<file path="src/rtl/duo_pixel_painter_pkg.sv">
// Shared definitions for the duo pixel painter.
// Holds the pattern ids, the controller states, the colour tint select
// and the RGB565 black constant used for blanked and out-of-range pixels.
package duo_pixel_painter_pkg;

   // Pattern ids in rotation order. Advancing from BORDER wraps back to SPLIT.
   typedef enum logic [1:0] {
      PAT_SPLIT   = 2'd0,
      PAT_STRIPES = 2'd1,
      PAT_CHECKER = 2'd2,
      PAT_BORDER  = 2'd3
   } pattern_e;

   // Controller states. WAIT_FRAME blanks every pixel until the first frame_begin.
   typedef enum logic {
      ST_WAIT_FRAME = 1'b0,
      ST_RUN        = 1'b1
   } state_e;

   // Tint applied when a 4-bit intensity is expanded to RGB565.
   typedef enum logic {
      TINT_GREY = 1'b0,
      TINT_CYAN = 1'b1
   } tint_e;

   localparam logic [15:0] RGB565_BLACK = 16'h0000;

endpackage

</file>
<file path="src/rtl/duo_pixel_painter_nibble_to_rgb565.sv">
// Expands a 4-bit intensity into an RGB565 colour.
// Ports:
//   nibble - 4-bit intensity
//   tint   - TINT_GREY drives all three channels, TINT_CYAN leaves red at zero
//   rgb    - RGB565 result {R[4:0], G[5:0], B[4:0]}
// Low bits of each channel replicate the top of the nibble, so 4'hF maps to
// full scale and 4'h0 maps to zero.
module nibble_to_rgb565
   import duo_pixel_painter_pkg::*;
(
   input  logic [3:0]  nibble,
   input  tint_e       tint,
   output logic [15:0] rgb
);

   logic [4:0] red;
   logic [5:0] green;
   logic [4:0] blue;

   always_comb begin
      green = {nibble, nibble[3:2]};
      blue  = {nibble, nibble[3]};
      red   = (tint == TINT_GREY) ? {nibble, nibble[3]} : 5'd0;
      rgb   = {red, green, blue};
   end

endmodule

</file>
<file path="src/rtl/duo_pixel_painter.sv">
// Two-colour test pattern generator feeding an OLED driver.
// A pair of 4-bit intensities (duo) is latched on every frame_begin: nibble A
// becomes a grey colour, nibble B a cyan colour. Each sampled pixel is painted
// A or B according to the current pattern; patterns rotate every
// FRAMES_PER_PATTERN frames unless freeze is high.
// Ports:
//   clk, rst_n            - clock and asynchronous active-low reset
//   duo                   - {nibble A, nibble B}, latched on frame_begin
//   frame_begin           - pulse before pixel 0 of each frame
//   sample_pixel          - strobe requesting the colour of pixel_index
//   pixel_index           - linear pixel index y*WIDTH + x
//   freeze                - holds pattern rotation
//   pixel_data            - registered RGB565 colour, held between samples
//   pixel_valid           - one-cycle pulse qualifying pixel_data
//   pattern, frame_cnt    - current pattern id and frames shown in it
module duo_pixel_painter
   import duo_pixel_painter_pkg::*;
#(
   parameter int WIDTH              = 96,
   parameter int HEIGHT             = 64,
   parameter int FRAMES_PER_PATTERN = 30
) (
   input  logic        clk,
   input  logic        rst_n,
   input  logic [7:0]  duo,
   input  logic        frame_begin,
   input  logic        sample_pixel,
   input  logic [12:0] pixel_index,
   input  logic        freeze,
   output logic [15:0] pixel_data,
   output logic        pixel_valid,
   output logic [1:0]  pattern,
   output logic [4:0]  frame_cnt
);

   localparam logic [12:0] WIDTH_C     = 13'(WIDTH);
   localparam logic [12:0] HALF_WIDTH  = 13'(WIDTH / 2);
   localparam logic [12:0] LAST_X      = 13'(WIDTH - 1);
   localparam logic [12:0] LAST_Y      = 13'(HEIGHT - 1);
   localparam logic [12:0] NUM_PIXELS  = 13'(WIDTH * HEIGHT);
   localparam logic [4:0]  LAST_FRAME  = 5'(FRAMES_PER_PATTERN - 1);

   state_e      state_q, state_d;
   pattern_e    pattern_q, pattern_d;
   logic [4:0]  frame_cnt_q, frame_cnt_d;
   logic [3:0]  pal_a_q, pal_a_d;
   logic [3:0]  pal_b_q, pal_b_d;
   logic [15:0] pixel_data_q, pixel_data_d;
   logic        pixel_valid_q, pixel_valid_d;

   logic [12:0] x_pos;
   logic [12:0] y_pos;
   logic        sel_a;
   logic [15:0] colour_a;
   logic [15:0] colour_b;

   // Frame-level control. The *_d values are also what the pixel path uses,
   // so a sample coinciding with frame_begin sees the fresh palette and the
   // already-advanced pattern.
   always_comb begin
      state_d     = state_q;
      pattern_d   = pattern_q;
      frame_cnt_d = frame_cnt_q;
      pal_a_d     = pal_a_q;
      pal_b_d     = pal_b_q;
      if (frame_begin) begin
         pal_a_d = duo[7:4];
         pal_b_d = duo[3:0];
         case (state_q)
            ST_WAIT_FRAME: begin
               frame_cnt_d = 5'd0;
               state_d     = ST_RUN;
            end
            ST_RUN: begin
               if (!freeze) begin
                  if (frame_cnt_q == LAST_FRAME) begin
                     frame_cnt_d = 5'd0;
                     pattern_d   = pattern_e'(pattern_q + 2'd1);
                  end else begin
                     frame_cnt_d = frame_cnt_q + 5'd1;
                  end
               end
            end
            default: state_d = ST_WAIT_FRAME;
         endcase
      end
   end

   // Constant divisor, so synthesis reduces these to fixed arithmetic.
   always_comb begin
      x_pos = pixel_index % WIDTH_C;
      y_pos = pixel_index / WIDTH_C;
   end

   nibble_to_rgb565 u_colour_a (
      .nibble (pal_a_d),
      .tint   (TINT_GREY),
      .rgb    (colour_a)
   );

   nibble_to_rgb565 u_colour_b (
      .nibble (pal_b_d),
      .tint   (TINT_CYAN),
      .rgb    (colour_b)
   );

   // Pattern geometry: sel_a picks colour A, otherwise colour B.
   always_comb begin
      sel_a = 1'b0;
      case (pattern_d)
         PAT_SPLIT:   sel_a = (x_pos < HALF_WIDTH);
         PAT_STRIPES: sel_a = ~x_pos[3];
         PAT_CHECKER: sel_a = ~(x_pos[3] ^ y_pos[3]);
         PAT_BORDER:  sel_a = (x_pos == 13'd0) || (x_pos == LAST_X) ||
                              (y_pos == 13'd0) || (y_pos == LAST_Y);
         default:     sel_a = 1'b0;
      endcase
   end

   // Pixels are blanked until a frame has started and beyond the panel area.
   always_comb begin
      pixel_data_d  = pixel_data_q;
      pixel_valid_d = sample_pixel;
      if (sample_pixel) begin
         if ((state_d == ST_RUN) && (pixel_index < NUM_PIXELS)) begin
            pixel_data_d = sel_a ? colour_a : colour_b;
         end else begin
            pixel_data_d = RGB565_BLACK;
         end
      end
   end

   always_ff @(posedge clk or negedge rst_n) begin
      if (!rst_n) begin
         state_q       <= ST_WAIT_FRAME;
         pattern_q     <= PAT_SPLIT;
         frame_cnt_q   <= 5'd0;
         pal_a_q       <= 4'd0;
         pal_b_q       <= 4'd0;
         pixel_data_q  <= RGB565_BLACK;
         pixel_valid_q <= 1'b0;
      end else begin
         state_q       <= state_d;
         pattern_q     <= pattern_d;
         frame_cnt_q   <= frame_cnt_d;
         pal_a_q       <= pal_a_d;
         pal_b_q       <= pal_b_d;
         pixel_data_q  <= pixel_data_d;
         pixel_valid_q <= pixel_valid_d;
      end
   end

   assign pixel_data  = pixel_data_q;
   assign pixel_valid = pixel_valid_q;
   assign pattern     = pattern_q;
   assign frame_cnt   = frame_cnt_q;

endmodule
</file>
<file path="config.mk">
export PLATFORM = sky130hd
export DESIGN_NAME = duo_pixel_painter
export DESIGN_NICKNAME = d
export VERILOG_FILES = /design/src/rtl/duo_pixel_painter_pkg.sv /design/src/rtl/duo_pixel_painter_nibble_to_rgb565.sv /design/src/rtl/duo_pixel_painter.sv
export SDC_FILE = /design/constraint.sdc
export NUM_CORES = 1
export LEC_CHECK = 0
export BUFFER_PORTS_ARGS = -buffer_cell sky130_fd_sc_hd__clkbuf_2
export CAP_MARGIN = 20
export CORE_MARGIN = 10
export CORE_UTILIZATION = 43
export CTS_BUF_LIST = sky130_fd_sc_hd__clkbuf_4
export DETAILED_ROUTE_END_ITERATION = 16
export PLACE_DENSITY = 0.67
export SYNTH_ARGS = -nofsm -noshare
export SYNTH_HDL_FRONTEND = slang
export SYNTH_SLANG_ARGS = --single-unit
</file>
<file path="constraint.sdc">
create_clock -name clk -period 3.1 [get_ports clk]
set_clock_uncertainty 0.05 [all_clocks]
set_input_delay 0.155 -clock clk [delete_from_list [all_inputs] [get_ports clk]]
set_output_delay 0.155 -clock clk [all_outputs]
set_load 0.1 [all_outputs]
</file>
; Yosys cells after proc, flatten, opt, wreduce, memory -nomap -nowiden
; Cells that the tools add are included.
[totals]
regBits = 33
inputBits = 26
out_inout_bits = 24
wordCells = 45
[op_classes]
add_sub_neg = 2
n_div = 2
order_cmp = 2
eq_ne = 7
n_mux = 13
bitwise_logic = 4
reduce_logical = 8
[op_table]
columns = op, n
row1 = two-way mux 16 bit, 2
row2 = zero test 13 bit, 2
row3 = divider 13 x 7 -> 13 bit (second input constant), 1
row4 = equality test 13 x 6 -> 1 bit (second input constant), 1
row5 = equality test 13 x 7 -> 1 bit (second input constant), 1
row6 = < comparator 13 bit (second input constant), 1
row7 = < comparator 13 x 6 -> 1 bit (second input constant), 1
row8 = modulo 13 x 7 -> 13 bit (second input constant), 1
row9 = two-way mux 5 bit, 2
row10 = one-hot mux 5 bit (2 select lines), 1
row11 = two-way mux 2 bit, 4
row12 = two-way mux 4 bit, 2
row13 = adder 5 x 1 -> 5 bit (second input constant), 1
row14 = equality test 5 bit (second input constant), 1
row15 = equality test 2 bit (second input constant), 2
row16 = one-hot mux 1 bit (4 select lines), 1
row17 = logical OR 1 bit, 3
row18 = NOT 1 bit, 3
row19 = adder 2 x 1 -> 2 bit (second input constant), 1
row20 = equality test 2 x 1 -> 1 bit (second input constant), 1
row21 = zero test 2 bit, 1
row22 = != test 2 bit (second input constant), 1
row23 = AND reduction 2 bit, 1
row24 = logical AND 1 bit, 1
row25 = 2 further kinds, 2

; Depth between registers and ports, before layout
; Gate-level depths: netlist of the first run.
[depth]
ltp_word = 9
ltp_mapped = 11
ltp_nobuf = 11

; By module
; From an unflattened synthesis of the first run, not the netlist that was laid out.
[hier_totals]
cells_unflattened = 284
hier_area_um2 = 2541.2
[modules_own_cells]
columns = mod, instances, cells_per_inst, area_each_um2, seq_area_each_um2
row1 = duo_pixel_painter, 1, 252, 2311.0, 825.8
row2 = nibble_to_rgb565, 2, 16, 115.1, 0.0

; Worst setup path after synthesis of the first run
; OpenSTA, ideal clock, no wires.
[synth_path]
path_kind = reg2reg
start = register frame_cnt_q[0] (netlist: frame_cnt[0])
end = register pixel_data_q[10] (netlist: pixel_data[10])
setup_ns = 0.133
t_arrival_ns = 2.899
required_ns = 2.917
path_slack_ns = 0.019
stages_incl_launch_ff = 11
path_buffers = 0
period_less_slack_ns = 3.081
cell_sequence = dfrtp_1 ha_1 and4_1 nand2_1 xnor2_1 o2bb2ai_1 a22o_1 a2111oi_4 o21ai_2 o31ai_1 o22ai_1
[synth_via]
elab_chain_len = 9
elab_cells_between_ends = 12
classes_between = 4 x eq/ne / 7 x mux / 1 x reduce/logical
[synth_rtl]
columns = element, line
row1 = start: declaration, duo_pixel_painter.sv:45  ; logic [4:0] frame_cnt_q, frame_cnt_d;
row2 = start signal: assignment, duo_pixel_painter.sv:145  ; frame_cnt_q <= frame_cnt_d;
row3 = equality test 5 bit (*), duo_pixel_painter.sv:76  ; if (frame_cnt_q == LAST_FRAME) begin
row4 = two-way mux 2 bit (*), duo_pixel_painter.sv:76
row5 = two-way mux 2 bit (*), duo_pixel_painter.sv:75  ; if (!freeze) begin
row6 = two-way mux 2 bit (*), duo_pixel_painter.sv:69  ; case (state_q)
row7 = two-way mux 2 bit (*), duo_pixel_painter.sv:66  ; if (frame_begin) begin
row8 = named net pattern_d[0], duo_pixel_painter.sv:44  ; pattern_e pattern_q, pattern_d;
row9 = equality test 2 bit (tied with other cells), duo_pixel_painter.sv:110  ; case (pattern_d)
row10 = one-hot mux 1 bit (4 select lines) (*), duo_pixel_painter.sv:110
row11 = two-way mux 16 bit (*), duo_pixel_painter.sv:126  ; pixel_data_d = sel_a ? colour_a : colour_b;
row12 = two-way mux 16 bit (*), duo_pixel_painter.sv:125  ; if ((state_d == ST_RUN) && (pixel_index < NUM_PIXELS)) begin
row13 = end signal: assignment, duo_pixel_painter.sv:148  ; pixel_data_q <= pixel_data_d;
row14 = end: declaration, duo_pixel_painter.sv:48  ; logic [15:0] pixel_data_q, pixel_data_d;
; Mark *: on every way through the listed nets, which the timed path passes. The rest lies on a longest branch.
; A chain may end at the register's enable or synchronous reset.

; Worst setup path in the final report of the first run
[layout_path]
start = register frame_cnt_q[1] (netlist: frame_cnt[1])
end = register pixel_data_q[10] (netlist: pixel_data[10])
; The elaborated chain is that of the path after synthesis.

==> impl_metrics.toml, run 1 <==
[outcome]
outcome = "completed"

[worst_setup_path]
critPathKind = "reg -> reg"
cp-start-kind = "register"
crit_required_ps = 3270
crit_path_max_fanout = 6
worst_ep_arrival_time_ps = 2850
setup.worst_path.end_class = "register"

[synthesis]
synthTopCellsByArea = "dfrtp_1 33%, nand2_1 5.5%, mux2_2 4.8%, inv_1 3.4%, o21ai_0 3.2%"
syn_avg_cell_area_sq_um = 8.54
synth_edf_count = 0
synth_top_cells_by_count = "28 x nand2_1, 25 x dfrtp_1, 17 x inv_1, 12 x o21ai_0, 11 x a21oi_1"
synth_cell_types = 59
yosysMostFrequentCell = "nand2_1"
synth-seq-cells = 25
yosysSeqAreaShare = 0.330
synth_ff_type = "dfrtp_1"
yosysTopAreaCell = "dfrtp_1"
synthArstFlopShare = 1.00
synth_cells = 222
synth_top_cell_area_share = 0.330
syn_area_sq_um = 1900
ys_warn_count = 0
synth_nets = 250

[pwr]
power_density_nw_per_um2 = 634
combPwrFrac = 0.563
power_frac_seq = 0.325
p_sw_uw = 784
ir_worst_vdd_mv = 0.261
p_clk_frac = 0.112
internal-power_uw = 565
swShare = 0.581
p_leak_nw = 0.958

[clocking]
cts_resized = 0
cts.htree.levels = 1
numCtsBuffers = 3
cts_sinks = 25
cts_tree = "yes"
cts_setup_buffers = 0
clockBufferDepth = 2
clkTransAtPathRegs_ps = 140
clk_latency_ps = 320
cts-root-buf = "clkbuf_4"

[sta]
setup_tns_ps = 0
rsz0062_at_grt = "no"
fin_crit_ps = 2690
finalMaxSlewViolations = 0
tightestPinTransition_ps = 602
fin_ws_ps = 414
holdWs_ps = 37.9
slew_headroom = 0.598
fin_crit_sh = 0.866
setup_viol = 0
max_freq_ghz = 0.372
final-hold-violation-count = 0

[route]
route.detailed.wl_per_inst_microns = 14.9
wirelength_microns = 4590
drcViolationCount = 0
drtPass1Iterations = 4
vias = 1708
ant_nets = 0
drtIter0Drc = 95
vias_per_cell = 5.55

[cells_and_area]
drive_gt1_frac = 0.273
nNetsFinal = 285
area_growth_pct = 12.2
antenna_cells = 0

[min_path]
hold_path_class = "in -> reg"

[global_routing]
grt_pass1_vias = 1594
use_met3 = 0.0356
grt_max_degree = 26
use_met1 = 0.156
grt_usage = 0.117
met2_usage = 0.187
grt.overflow.total = 0
grt_pass1_wl_microns = 7500
top_usage_layer = "met2"
antenna_found_initial = 0

[placed_design]
dp_hpwl_microns = 3550
place_ws_ps = 338
io_buffers = 49
finalWeightedCongestion = 0.834

[floorplanning]
die_area_sq_um = 7460
num_rows = 24
pin_count = 50
start_util = 0.438
core_area_sq_um = 4320
fp.dieW_microns = 86.4
fp.dieH_microns = 86.4

[run]
drv_cap = 0
kinds of logic (layout without fill, tap and decap cells):
family          after synthesis  in the layout  share of synthesized area
compound gates               64             64                      0.242
xor+xnor                      5              5                     0.0231
fa+ha+maj                     3              3                     0.0185
buf+inv                      38             72                      0.102
flops                        25             25                      0.330
mux                          10             10                     0.0581
simple gates                 77             77                      0.227
worst max-delay path, stage by stage (launching register included):
cell and delay, ps:
dfrtp_1 460, inv_1 80, ha_1 120, and4_1 280, nand2_1 130, xnor2_1 210
o2bb2ai_1 160, a22o_1 280, a2111oi_4 310, o21ai_2 150, o31ai_1 240, o22ai_1 110
state kept, by name, summed over array words and instances, names as in the netlist:
register	cells
pattern	2
pixel_valid	1
pal_a_q	4
pixel_data	8
state_q	1
frame_cnt	5
pal_b_q	4
final cells by class:
| type | instances | area [sq um] |
|---|---|---|
| Fill cell | 444 | 2200 |
| Multi-Input combinational cell | 159 | 1080 |
| Sequential cell | 25 | 626 |
| Timing Repair Buffer | 51 | 265 |
| Tap cell | 52 | 65.1 |
| Inverter | 17 | 63.8 |
| Clock buffer | 3 | 22.5 |
| Clock inverter | 1 | 7.51 |
worst paths after layout:
kind / start / to / slack [ps] / depth (start not counted)
setup / recovery: frame_cnt[1]$_DFFE_PN0P_ / pixel_data[10]$_DFFE_PN0P_ / 410 / 11
hold / removal: duo[1] / pal_b_q[1]$_DFF_PN0_ / 40 / 2
setup reg to reg: frame_cnt[1]$_DFFE_PN0P_ / pixel_data[10]$_DFFE_PN0P_ / 410 / 11
hold reg to reg: pal_b_q[1]$_DFF_PN0_ / pal_b_q[1]$_DFF_PN0_ / 470 / 1
max in group asynchronous: rst_n / frame_cnt[1]$_DFFE_PN0P_ / 2290 / 2
min in group asynchronous: rst_n / pal_b_q[0]$_DFF_PN0_ / 310 / 2
per-stage QoR:
step	power (mW)	utilization	instances	cell area, sq um
after floorplan	1.09	-	222	1900
after global placement	1.20	0.480	302	2080
after detailed placement	1.20	0.480	302	2080
after CTS	1.36	0.490	307	2120
after global routing	1.41	0.492	308	2130
final	1.35	0.492	308	2130
power groups by stage:
stage / registers [mW] / clock network, mW / logic (mW)
6_report: 0.439 / 0.150 / 0.759
5_1_grt: 0.448 / 0.168 / 0.797
4_1_cts: 0.437 / 0.158 / 0.761
3_5_place_dp: 0.443 / 0 / 0.759
3_3_place_gp: 0.440 / 0 / 0.758
2_1_floorplan: 0.745 / 0 / 0.349
layer usage:
metal  up-vias  share of wire
met5         -              0
met4         0         0.0050
met3         2          0.061
met2        46           0.47
met1       789           0.47
li1        871              -
timing repair:
item / in CTS / in global routing
hold buffers: 1 / 1
setup endpoints to repair: 0 / 0
endpoints found under the hold margin: 25 / 1
layout by cell type (no fill, tap or decap), types with 4 or more instances in the layout:
cell	instances
o22ai_1	8
inv_1	17
nand2_1	28
o31ai_1	4
a21oi_1	11
clkbuf_2	49
xnor2_1	4
dfrtp_1	25
o21ai_0	12
a32oi_1	4
mux2_2	8
nand3_1	4
nor2_1	8
Power figures use the tool's default switching activity.
==> inputs of run 2 (changes only) <==
- CELL_PAD_IN_SITES_DETAIL_PLACEMENT: not set -> 2
- CELL_PAD_IN_SITES_GLOBAL_PLACEMENT: not set -> 2
- CORE_UTILIZATION: 43 -> 29
- PLACE_DENSITY: 0.67 -> not set
- PLACE_DENSITY_LB_ADDON: not set -> 0.1
- clock period: 3.1 -> 2.4 ns (I/O delays scaled with it)
==> impl_metrics.toml, run 2 (synthesized netlist as in run 1, its figures left out) <==
[floorplanning]
start_util = 0.299
fp.dieW_microns = 101
num_rows = 29
pin_count = 50
fp.dieH_microns = 101
core_area_sq_um = 6350
die_area_sq_um = 10200

[sta]
tightestPinTransition_ps = 623
fin_ws_ps = -66.7
finalMaxSlewViolations = 0
slew_headroom = 0.585
final-hold-violation-count = 0
fin_crit_ps = 2470
holdWs_ps = 8.76
setup_viol = 8
setup_tns_ps = -253
max_freq_ghz = 0.405
rsz0062_at_grt = "yes"
fin_crit_sh = 1.03

[route]
vias_per_cell = 5.18
route.detailed.wl_per_inst_microns = 17.1
drtIter0Drc = 30
drtPass1Iterations = 4
wirelength_microns = 6170
drcViolationCount = 0
ant_nets = 0
vias = 1871

[worst_setup_path]
worstReg2RegStart = "frame_cnt[1]$_DFFE_PN0P_"
crit_family = "compound AO/OA/AOI/OAI gates"
crit_path_max_fanout = 5
cp_cell_sequence = "inv_2, ha_4, and4_4, nand2_4, xnor2_4, o2bb2ai_2, a22o_1, a2111oi_4, o21ai_4, o31ai_2, o22ai_1"
r2r_cells = 11
r2r_end = "pixel_data[7]$_DFFE_PN0P_"
cp-start-kind = "register"
critPathKind = "reg -> reg"
crit_required_ps = 2570
r2r_slack_ps = -70
worstSetupPathDepth = 11
cp_slowest_cell = "dfrtp_4"
worst-path-buf-inv = 1
critPathMaxStageDelay_ps = 500
setup.worst_path.end_class = "register"
worst_ep_arrival_time_ps = 2640

[clocking]
cts_sinks = 25
clk_latency_ps = 330
cts_tree = "yes"
cts.htree.levels = 1
clockBufferDepth = 2
clkTransAtPathRegs_ps = 140
numCtsBuffers = 3
cts-root-buf = "clkbuf_4"

[pwr]
ir_worst_vdd_mv = 0.574
p_leak_nw = 1.12
power_density_nw_per_um2 = 757

[cells_and_area]
mostFrequentLayoutCells = "49 x clkbuf_2, 27 x nand2_1, 27 x buf_4"
nNetsFinal = 313
antenna_cells = 0
largest_reg_flops = 8
final_common_cell = "clkbuf_2"
fin_area_sq_um = 2500
drive_gt1_frac = 0.423
area_growth_pct = 32.1
utilization = 0.394

[placed_design]
io_buffers = 49
finalWeightedCongestion = 0.768
dp_hpwl_microns = 4960
place_area_sq_um = 2330
place_ws_ps = -396

[global_routing]
grt.overflow.total = 0
antenna_found_initial = 0
grt_usage = 0.121
grt_max_degree = 26
grt_pass1_vias = 2104
grt_pass1_wl_microns = 10400

[min_path]
holdPathEnd = "pal_a_q[0]$_DFF_PN0_"
hold_path_class = "in -> reg"
hold_start = "duo[4]"
hold-path-cell-count = 2

[outcome]
outcome = "complete, but fails checks"
violations = "negative setup slack"

[run]
drv_cap = 0
run 2: changes by cell type in the layout (fill, tap and decap cells not counted), sizes merged:
cell         previous run  this run
dlygate4sd3             2         3
clkinvlp                1         0
buf                     0        27
clkbuf                 52        53
run 2: timing repair:
action                                  4_1_cts  5_1_grt
endpoints found under the setup margin        8        8
hold endpoints to repair                     26        1
pin swaps                                     5        1
buffers inserted                              0        2
gates resized for setup                       9        7
hold buffers                                  2        1
run 2: per-stage QoR:
step	std cells	power (mW)
floorplan	222	1.43
global placement	352	1.65
detailed placement	352	1.66
CTS	358	1.89
global route	361	2.01
finish	361	1.90
run 2: worst max-delay path by stage:
stage,start,endpoint,slack [ps]
after floorplan,frame_cnt[1]$_DFFE_PN0P_,pixel_data[10]$_DFFE_PN0P_,-80
after global placement,pixel_index[10],pixel_data[10]$_DFFE_PN0P_,-380
after detailed placement,pixel_index[10],pixel_data[7]$_DFFE_PN0P_,-400
after CTS,frame_cnt[1]$_DFFE_PN0P_,pixel_data[7]$_DFFE_PN0P_,-100
after global routing,frame_cnt[1]$_DFFE_PN0P_,pixel_data[8]$_DFFE_PN0P_,-210
final,frame_cnt[1]$_DFFE_PN0P_,pixel_data[7]$_DFFE_PN0P_,-70
run 2: power by group:
part           switching [mW]  internal [mW]
registers              0.0549          0.500
logic                   0.875          0.257
clock network           0.133         0.0765
run 2: worst register-to-register path: stages (launching register included):
cell and delay (ps):
dfrtp_4 500, inv_2 70, ha_4 110, and4_4 250, nand2_4 80, xnor2_4 140, o2bb2ai_2 130, a22o_1 270
a2111oi_4 280, o21ai_4 140, o31ai_2 220, o22ai_1 110
run 2: area by class of cell:
cell class / instances / area, sq um
fill: 750 / 3840
multi-input combinational: 159 / 1200
sequential: 25 / 639
timing repair buffer: 79 / 478
tap: 77 / 96.3
inverter: 17 / 63.8
clock buffer: 4 / 30.0
run 2: routing by layer:
metal	share of wire	vias to the layer above	wire, microns	track usage
met5	0	-	0	0
met2	0.49	35	3020	0.202
li1	-	922	-	-
met4	0.0091	0	56	0.0326
met1	0.46	910	2860	0.158
met3	0.037	4	231	0.0185
==> inputs of run 3 (changes only) <==
- TNS_END_PERCENT: not set -> 50
==> impl_metrics.toml, run 3 (synthesized netlist as in run 1, its figures left out) <==
[worst_setup_path]
worst_ep_arrival_time_ps = 2780
crit_path_max_fanout = 5
critPathKind = "reg -> reg"
r2r_cells = 12
cp-start-kind = "register"
setup.worst_path.end_class = "register"
crit_required_ps = 2590

[route]
route.detailed.wl_per_inst_microns = 17.1
ant_nets = 0
drcViolationCount = 0
drtIter0Drc = 25
wirelength_microns = 6360
vias = 1949
vias_per_cell = 5.24
drtPass1Iterations = 4

[clocking]
numCtsBuffers = 3
cts-root-buf = "clkbuf_4"
cts_sinks = 25
clk_latency_ps = 340
clockBufferDepth = 2
clkTransAtPathRegs_ps = 150
cts.htree.levels = 1
cts_tree = "yes"

[sta]
slew_headroom = 0.569
tightestPinTransition_ps = 647
fin_ws_ps = -187
final-hold-violation-count = 0
max_freq_ghz = 0.387
fin_crit_sh = 1.08
finalMaxSlewViolations = 0
fin_crit_ps = 2590
setup_viol = 8
setup_tns_ps = -1300
rsz0062_at_grt = "yes"

[outcome]
outcome = "complete, but fails checks"
violations = "negative setup slack"

[pwr]
power_frac_seq = 0.294
swShare = 0.566
p_leak_nw = 1.17
power_mw = 1.90
ir_worst_vdd_mv = 0.629
power_density_nw_per_um2 = 737
p_clk_frac = 0.106
combPwrFrac = 0.600
internal-power_uw = 824
p_sw_mw = 1.08

[cells_and_area]
nNetsFinal = 323
drive_gt1_frac = 0.418
fin_area_sq_um = 2580
area_growth_pct = 36.0
largest_reg_flops = 8
final_common_cell = "clkbuf_2"
mostFrequentLayoutCells = "49 x clkbuf_2, 32 x buf_4, 27 x nand2_1"
utilization = 0.406

[global_routing]
grt_pass1_vias = 2118
antenna_found_initial = 1
grt_usage = 0.127
grt_max_degree = 26
grt.overflow.total = 0
grt_pass1_wl_microns = 10700

[min_path]
hold-path-cell-count = 2
hold_path_class = "in -> reg"

[placed_design]
place_ws_ps = -417
io_buffers = 49
dp_hpwl_microns = 4910
finalWeightedCongestion = 0.710
place_area_sq_um = 2360

[floorplanning]
pin_count = 50
die_area_sq_um = 10200
fp.dieH_microns = 101
start_util = 0.299
fp.dieW_microns = 101
num_rows = 29
core_area_sq_um = 6350

[run]
drv_cap = 0
run 3: power by group through the flow:
| stage | Clock (mW) | Sequential [mW] | Combinational, mW |
|---|---|---|---|
| final | 0.201 | 0.559 | 1.14 |
| after global routing | 0.224 | 0.569 | 1.22 |
| after CTS | 0.209 | 0.559 | 1.13 |
| after detailed placement | 0 | 0.568 | 1.10 |
| after global placement | 0 | 0.561 | 1.09 |
| after floorplan | 0 | 0.979 | 0.451 |
run 3: repair_timing:
action	in CTS	in global routing
hold buffers	4	3
gates resized for setup	9	5
endpoints found under the hold margin	28	3
setup buffers	2	2
cloned	0	0
setup endpoints to repair	8	8
pin swaps	5	9
run 3: per-layer routing:
| metal | share of wire | vias to the layer above | track usage |
|---|---|---|---|
| li1 | - | 942 | - |
| met1 | 0.45 | 960 | 0.156 |
| met2 | 0.49 | 40 | 0.212 |
| met3 | 0.040 | 7 | 0.0192 |
| met4 | 0.016 | 0 | 0.0543 |
| met5 | 0 | - | 0 |
run 3: per-stage QoR:
stage / cells / hold WS, ps
after floorplan: 222 / -226
final: 372 / 6.09
after global routing: 372 / -12.0
after detailed placement: 356 / 130
after CTS: 366 / 5.54
after global placement: 356 / 124
run 3: cell type report:
| type | instances | area (sq um) |
|---|---|---|
| flip-flops and latches | 25 | 639 |
| diodes | 1 | 2.50 |
| multi-input cells | 159 | 1170 |
| clock buffers | 3 | 22.5 |
| clock inverters | 1 | 5.00 |
| inverters | 17 | 63.8 |
| fillers | 740 | 3770 |
| repair buffers | 89 | 576 |
| well taps | 77 | 96.3 |
run 3: final timing paths:
check                                         start                          to  slack [ps]
hold / removal                               duo[5]        pal_a_q[1]$_DFF_PN0_           6
hold reg to reg                pal_b_q[1]$_DFF_PN0_        pal_b_q[1]$_DFF_PN0_         480
setup / recovery           frame_cnt[1]$_DFFE_PN0P_  pixel_data[11]$_DFFE_PN0P_        -190
max in group asynchronous                     rst_n    frame_cnt[0]$_DFFE_PN0P_        1560
min in group asynchronous                     rst_n   pixel_data[9]$_DFFE_PN0P_         260
setup reg to reg           frame_cnt[1]$_DFFE_PN0P_  pixel_data[11]$_DFFE_PN0P_        -190
run 3: worst max-delay path, stage by stage (launching register included):
cell and delay (ps):
dfrtp_4 500, inv_2 70, ha_4 110, and4_4 230, nand2_4 80, xnor2_4 140, o2bb2ai_2 120, a22o_1 240
a2111oi_4 380, o21ai_4 160, buf_4 170, nor2_4 150, o22ai_1 90
